--- config.mk ---
export PLATFORM = sky130hd
export DESIGN_NAME = prng_lfsr_bank_flat
export DESIGN_NICKNAME = d
export VERILOG_FILES = /design/src/rtl/prng_lfsr_bank_if.sv /design/src/rtl/prng_lfsr_bank.sv /design/src/flat_wrapper.sv
export SDC_FILE = /design/constraint.sdc
export NUM_CORES = 1
export LEC_CHECK = 0
export ABC_AREA = 1
export CAP_MARGIN = 5
export CORE_UTILIZATION = 40
export CTS_BUF_LIST = sky130_fd_sc_hd__clkbuf_8 sky130_fd_sc_hd__clkbuf_16
export CTS_CLUSTER_DIAMETER = 60
export CTS_CLUSTER_SIZE = 12
export DETAILED_ROUTE_END_ITERATION = 10
export PLACE_DENSITY = 0.7
export SETUP_SLACK_MARGIN = 0.15
export SLEW_MARGIN = 20
export SYNTH_ARGS = -nofsm -noshare
export SYNTH_HDL_FRONTEND = slang
export SYNTH_SLANG_ARGS = --single-unit
--- constraint.sdc ---
create_clock -name clk -period 1.7 [get_ports clk]
set_input_delay 0.17 -clock clk [delete_from_list [all_inputs] [get_ports clk]]
set_output_delay 0.17 -clock clk [all_outputs]
set_load 0.01 [all_outputs]
--- src/rtl/prng_lfsr_bank_if.sv ---
// Valid/ready word stream carrying one random word and the channel that produced it.
interface prng_lfsr_bank_if #(
    parameter int WIDTH = 32,
    parameter int CH_W  = 2
);
    logic             out_valid;
    logic             out_ready;
    logic [WIDTH-1:0] out_data;
    logic [CH_W-1:0]  out_ch;

    modport master (output out_valid, output out_data, output out_ch, input out_ready);
    modport slave  (input out_valid, input out_data, input out_ch, output out_ready);
endinterface

--- src/rtl/prng_lfsr_bank.sv ---
// Bank of independent LFSRs (Fibonacci or Galois step) served round-robin
// through a single registered valid/ready output stage with zero-state protection.
module prng_lfsr_bank #(
    parameter int               WIDTH        = 32,
    parameter int               CHANNELS     = 4,
    parameter logic [WIDTH-1:0] TAPS         = WIDTH'(32'h80200003),
    parameter logic [WIDTH-1:0] DEFAULT_SEED = WIDTH'(32'h00000001),
    localparam int              CH_W         = (CHANNELS > 1) ? $clog2(CHANNELS) : 1
) (
    input  logic              clk,
    input  logic              reset_n,
    input  logic              en,
    input  logic              mode,
    input  logic              seed_load,
    input  logic [CH_W-1:0]   seed_ch,
    input  logic [WIDTH-1:0]  seed_data,
    prng_lfsr_bank_if.master  out_if,
    output logic [31:0]       word_cnt,
    output logic              lockup
);

    logic [WIDTH-1:0] state [CHANNELS];
    logic [CH_W-1:0]  ptr;

    logic [WIDTH-1:0] cur_state;
    logic [WIDTH-1:0] raw_next;
    logic [WIDTH-1:0] step_next;
    logic [WIDTH-1:0] seed_val;
    logic [CH_W-1:0]  ptr_next;
    logic             step_zero;
    logic             seed_valid;
    logic             seed_zero;
    logic             step_applied;
    logic             load;
    logic             xfer;

    always_comb begin
        cur_state = state[ptr];
        if (mode) begin
            raw_next = {cur_state[WIDTH-2:0], 1'b0} ^ (cur_state[WIDTH-1] ? TAPS : '0);
        end else begin
            raw_next = {cur_state[WIDTH-2:0], ^(cur_state & TAPS)};
        end
        step_zero  = (raw_next == '0);
        step_next  = step_zero ? DEFAULT_SEED : raw_next;

        seed_valid = seed_load && (int'(seed_ch) < CHANNELS);
        seed_zero  = seed_valid && (seed_data == '0);
        seed_val   = (seed_data == '0) ? DEFAULT_SEED : seed_data;

        load       = en && (!out_if.out_valid || out_if.out_ready);
        xfer       = out_if.out_valid && out_if.out_ready;
        // A seed write to the channel being served discards that channel's step.
        step_applied = load && !(seed_valid && (seed_ch == ptr));
        ptr_next   = (int'(ptr) == CHANNELS - 1) ? '0 : ptr + CH_W'(1);
    end

    always_ff @(posedge clk or negedge reset_n) begin
        if (!reset_n) begin
            for (int c = 0; c < CHANNELS; c++) begin
                state[c] <= DEFAULT_SEED ^ WIDTH'(c << 1);
            end
        end else begin
            for (int c = 0; c < CHANNELS; c++) begin
                if (seed_valid && (int'(seed_ch) == c)) begin
                    state[c] <= seed_val;
                end else if (load && (int'(ptr) == c)) begin
                    state[c] <= step_next;
                end
            end
        end
    end

    always_ff @(posedge clk or negedge reset_n) begin
        if (!reset_n) begin
            ptr              <= '0;
            out_if.out_valid <= 1'b0;
            out_if.out_data  <= '0;
            out_if.out_ch    <= '0;
            word_cnt         <= '0;
            lockup           <= 1'b0;
        end else begin
            if (load) begin
                out_if.out_data  <= cur_state;
                out_if.out_ch    <= ptr;
                out_if.out_valid <= 1'b1;
                ptr              <= ptr_next;
            end else if (xfer) begin
                out_if.out_valid <= 1'b0;
            end
            if (xfer) begin
                word_cnt <= word_cnt + 32'd1;
            end
            if (seed_zero || (step_applied && step_zero)) begin
                lockup <= 1'b1;
            end
        end
    end

endmodule

--- src/flat_wrapper.sv ---
// flat-port wrapper written by rule: the top's interface ports become plain ports
module prng_lfsr_bank_flat 
#(
    parameter int               WIDTH        = 32,
    parameter int               CHANNELS     = 4,
    parameter logic [WIDTH-1:0] TAPS         = WIDTH'(32'h80200003),
    parameter logic [WIDTH-1:0] DEFAULT_SEED = WIDTH'(32'h00000001),
    localparam int              CH_W         = (CHANNELS > 1) ? $clog2(CHANNELS) : 1
)
  (clk, reset_n, en, mode, seed_load, seed_ch, seed_data, word_cnt, lockup, out_if_out_valid, out_if_out_data, out_if_out_ch, out_if_out_ready);
  prng_lfsr_bank_if #(.WIDTH(WIDTH), .CH_W(2)) out_if_i ();
  input  logic clk;
  input  logic reset_n;
  input  logic en;
  input  logic mode;
  input  logic seed_load;
  input  logic [CH_W-1:0] seed_ch;
  input  logic [WIDTH-1:0] seed_data;
  output logic [31:0] word_cnt;
  output logic lockup;
  output wire logic [$bits(out_if_i.out_valid)-1:0] out_if_out_valid;
  output wire logic [$bits(out_if_i.out_data)-1:0] out_if_out_data;
  output wire logic [$bits(out_if_i.out_ch)-1:0] out_if_out_ch;
  input wire logic [$bits(out_if_i.out_ready)-1:0] out_if_out_ready;
  assign out_if_out_valid = out_if_i.out_valid;
  assign out_if_out_data = out_if_i.out_data;
  assign out_if_out_ch = out_if_i.out_ch;
  assign out_if_i.out_ready = out_if_out_ready;
  prng_lfsr_bank #(.WIDTH(WIDTH), .CHANNELS(CHANNELS), .TAPS(TAPS), .DEFAULT_SEED(DEFAULT_SEED)) u_core (.clk(clk), .reset_n(reset_n), .en(en), .mode(mode), .seed_load(seed_load), .seed_ch(seed_ch), .seed_data(seed_data), .out_if(out_if_i), .word_cnt(word_cnt), .lockup(lockup));
endmodule
==> impl_metrics.py <==
metrics = {
    "cts": {
        "clockRootBuffer": "clkbuf_16",
        "numClockSinks": 198,
        "clk_latency_ns": 0.47,
        "clk_pin_slew_ns": 0.08,
        "ctsLongestPathBuffers": 2,
        "ctsHtreeMaxLevel": 4,
        "tritoncts": "built",
        "cts_buffers": 17,
    },
    "timing": {
        "min_period_over_period": 1.360,
        "tightest_slew_ns": 0.7665,
        "slew_viol_final": 0,
        "maxSlewHeadroom": 0.4843,
        "skew_ns": 0.01892,
        "finalSetupTns_ns": -32.43,
        "max_freq_mhz": 432.6,
        "setup_violations": 140,
        "layout_min_cycle_time_ns": 2.312,
        "hold_viol": 0,
        "setup_ws_ns": -0.6118,
        "rsz0062_at_grt": "true",
    },
    "pwr": {
        "leakage_nw": 8.324,
        "seqPwrFrac": 0.250,
        "powerDensity_mw_per_mm2": 1974,
        "clockPowerShare": 0.125,
        "swShare": 0.4707,
        "peakVddDrop_mv": 1.060,
        "intPower_mw": 18.29,
        "power_switching_mw": 16.27,
        "pwr-share-comb": 0.626,
    },
    "layout": {
        "fin_nets": 1672,
        "multi_input_area_mm2": 0.006530,
        "final_area_mm2": 0.01751,
        "seq_area_mm2": 0.004972,
        "layout_common_cells": "nand2_1, dfrtp_1, buf_4",
        "layout_commonest_cell": "nand2_1",
        "area_growth_pct": 75.29,
        "drive_gt1_frac": 0.4799,
        "diodes": 0,
        "nFillCells": 1462,
    },
    "detailed_routing": {
        "route.vias.total": 12592,
        "dr.first_iter.drc_count": 1758,
        "ant_nets": 0,
        "viasPerCell": 6.411,
        "wl_per_cell_um": 26.99,
        "drt_first_pass_iters": 10,
        "drc_errors": 0,
        "wirelength_mm": 53.01,
    },
    "status": {
        "status": "finished with violations",
        "violations": "setup timing",
    },
    "worst_hold_path": {
        "hold_class": "in -> async",
    },
    "synth": {
        "netlist_instances": 1259,
        "synth_area_leaders": "dfrtp_1, nand2_1, o21ai_0",
        "syn_nets": 1304,
        "syn_avg_cell_area_um2": 7.933,
        "yosysWarnings": 0,
        "synth_seq_cells": 198,
        "synth.top_cell.area_share": 0.4761,
        "ys_seq_area_frac": 0.4971,
        "synthDistinctLibCells": 28,
        "yosys.area.top_type": "dfrtp_1",
        "synth_area_mm2": 0.009987,
    },
    "die": {
        "row_count": 57,
        "start_util": 0.4095,
        "io-pin-count": 108,
        "fp.dieH_um": 160.0,
        "die_w_um": 160.0,
        "dieArea_mm2": 0.02560,
        "coreArea_mm2": 0.02439,
    },
    "grt": {
        "grt_max_degree": 70,
        "gr-total-overflow": 0,
        "grt_pass1_wl_mm": 65.76,
        "track_usage": 0.3351,
        "antenna_found_initial": 1,
        "grt_pass1_vias": 11824,
    },
    "worst_setup_path": {
        "crit_path_end_kind": "flop",
        "critPathRequiredTime_ns": 2.10,
        "r2r-start": "u_core.ptr[0]",
        "worstSetupStartpointType": "flop",
        "crit_arrival_ns": 2.71,
        "crit_type": "reg -> reg",
        "reg2reg_setup_slack_ns": -0.61,
        "reg2reg_depth": 11,
        "critPathMaxFanout": 8,
        "r2r_end": "u_core.lockup",
        "startpoint": "u_core.ptr[0]",
    },
    "placed_design": {
        "port-buffer-count": 107,
        "postPlaceCellArea_mm2": 0.01317,
        "place_congestion": 0.9263,
        "place_hpwl_mm": 24.28,
    },
    "run": {
        "drv_cap": 0,
    },
}
## state kept, by name, indices dropped and copies added, names as in the netlist
name / cells
u_core.word_cnt: 32
u_core.out_if.out_valid: 1
u_core.ptr: 2
u_core.out_if.out_ch: 2
u_core.state: 128
u_core.out_if.out_data: 32
u_core.lockup: 1
## cells in the mapped netlist, drive strengths merged
cell    number
a21oi       26
buf         26
clkbuf      41
dfrtp      190
dfstp        8
ha           5
inv        101
nand2      422
nand3       81
nand4       11
nor2        84
nor3        11
nor3b        1
nor4         7
o211ai       4
o21ai      135
o221ai      69
o22ai        6
xnor2        9
xor2        22
## per-layer routing
layer | up-vias | track usage | part of all wire
met1 | 5943 | 0.4134 | 0.33
met4 | 2 | 0.2126 | 0.092
met3 | 492 | 0.08286 | 0.14
met5 | - | 0.005682 | 0.00085
li1 | 4949 | - | -
met2 | 1206 | 0.5257 | 0.44
## worst max path at each step
stage / to / depth (start not counted)
4_1_cts: u_core.lockup / 12
3_5_place_dp: u_core.word_cnt[27] / 10
6_report: u_core.lockup / 11
2_1_floorplan: u_core.word_cnt[26] / 9
5_1_grt: u_core.lockup / 13
3_3_place_gp: u_core.word_cnt[27] / 10
## what timing repair did
item	in CTS	in global routing
pin swaps	75	84
buffers inserted	53	28
gates resized for setup	404	361
hold buffers	1	0
cloned	14	2
hold endpoints to repair	37	0
endpoints found under the setup margin	173	217
## kinds of logic after synthesis
| group | Yosys count | share of synthesized area |
|---|---|---|
| adders and majority gates | 5 | 0.006264 |
| DFF | 198 | 0.4971 |
| and+or+nand+nor | 617 | 0.2518 |
| xor gates and xnor gates | 31 | 0.02719 |
| buffers and inverters | 168 | 0.06966 |
| AOI/OAI and AO/OA | 240 | 0.1480 |
## worst max-delay path, stage by stage, from the launching register on
cell	delay [ns]
dfrtp_2	0.50
buf_12	0.19
buf_8	0.15
nand2_1	0.26
nand3_4	0.13
nand2_4	0.10
nand4_1	0.26
nor2_4	0.21
nand2_1	0.09
nor2_1	0.10
nand3_1	0.15
nand2_1	0.10
## area by class of cell
cell class	instances	area share
inverter	101	0.02523
clock buffer	18	0.02509
sequential	198	0.2840
multi-input combinational	893	0.3730
clock inverter	14	0.009005
tap	324	0.02316
timing repair buffer	416	0.2605
## metrics by stage
step	hold WS (ns)	cells	util	total power, mW	setup slack, ns
detailed placement	0.1523	1834	0.5400	20.42	-0.3085
finish	0.2214	1964	0.7178	34.56	-0.6118
global placement	0.1508	1834	0.5400	20.10	-0.2336
floorplan	-0.1256	1259	-	14.32	0.01890
CTS	0.2553	1934	0.6514	28.20	-0.1944
global route	0.2621	1964	0.7178	35.50	-0.5921
## power groups by stage
stage / clock network [mW] / registers [mW] / logic (mW)
2_1_floorplan: 0 / 7.80 / 6.52
3_3_place_gp: 0 / 7.85 / 12.3
3_5_place_dp: 0 / 7.87 / 12.6
4_1_cts: 4.19 / 8.06 / 15.9
5_1_grt: 4.47 / 8.67 / 22.4
6_report: 4.31 / 8.63 / 21.6
(Power assumes the default switching activity.)
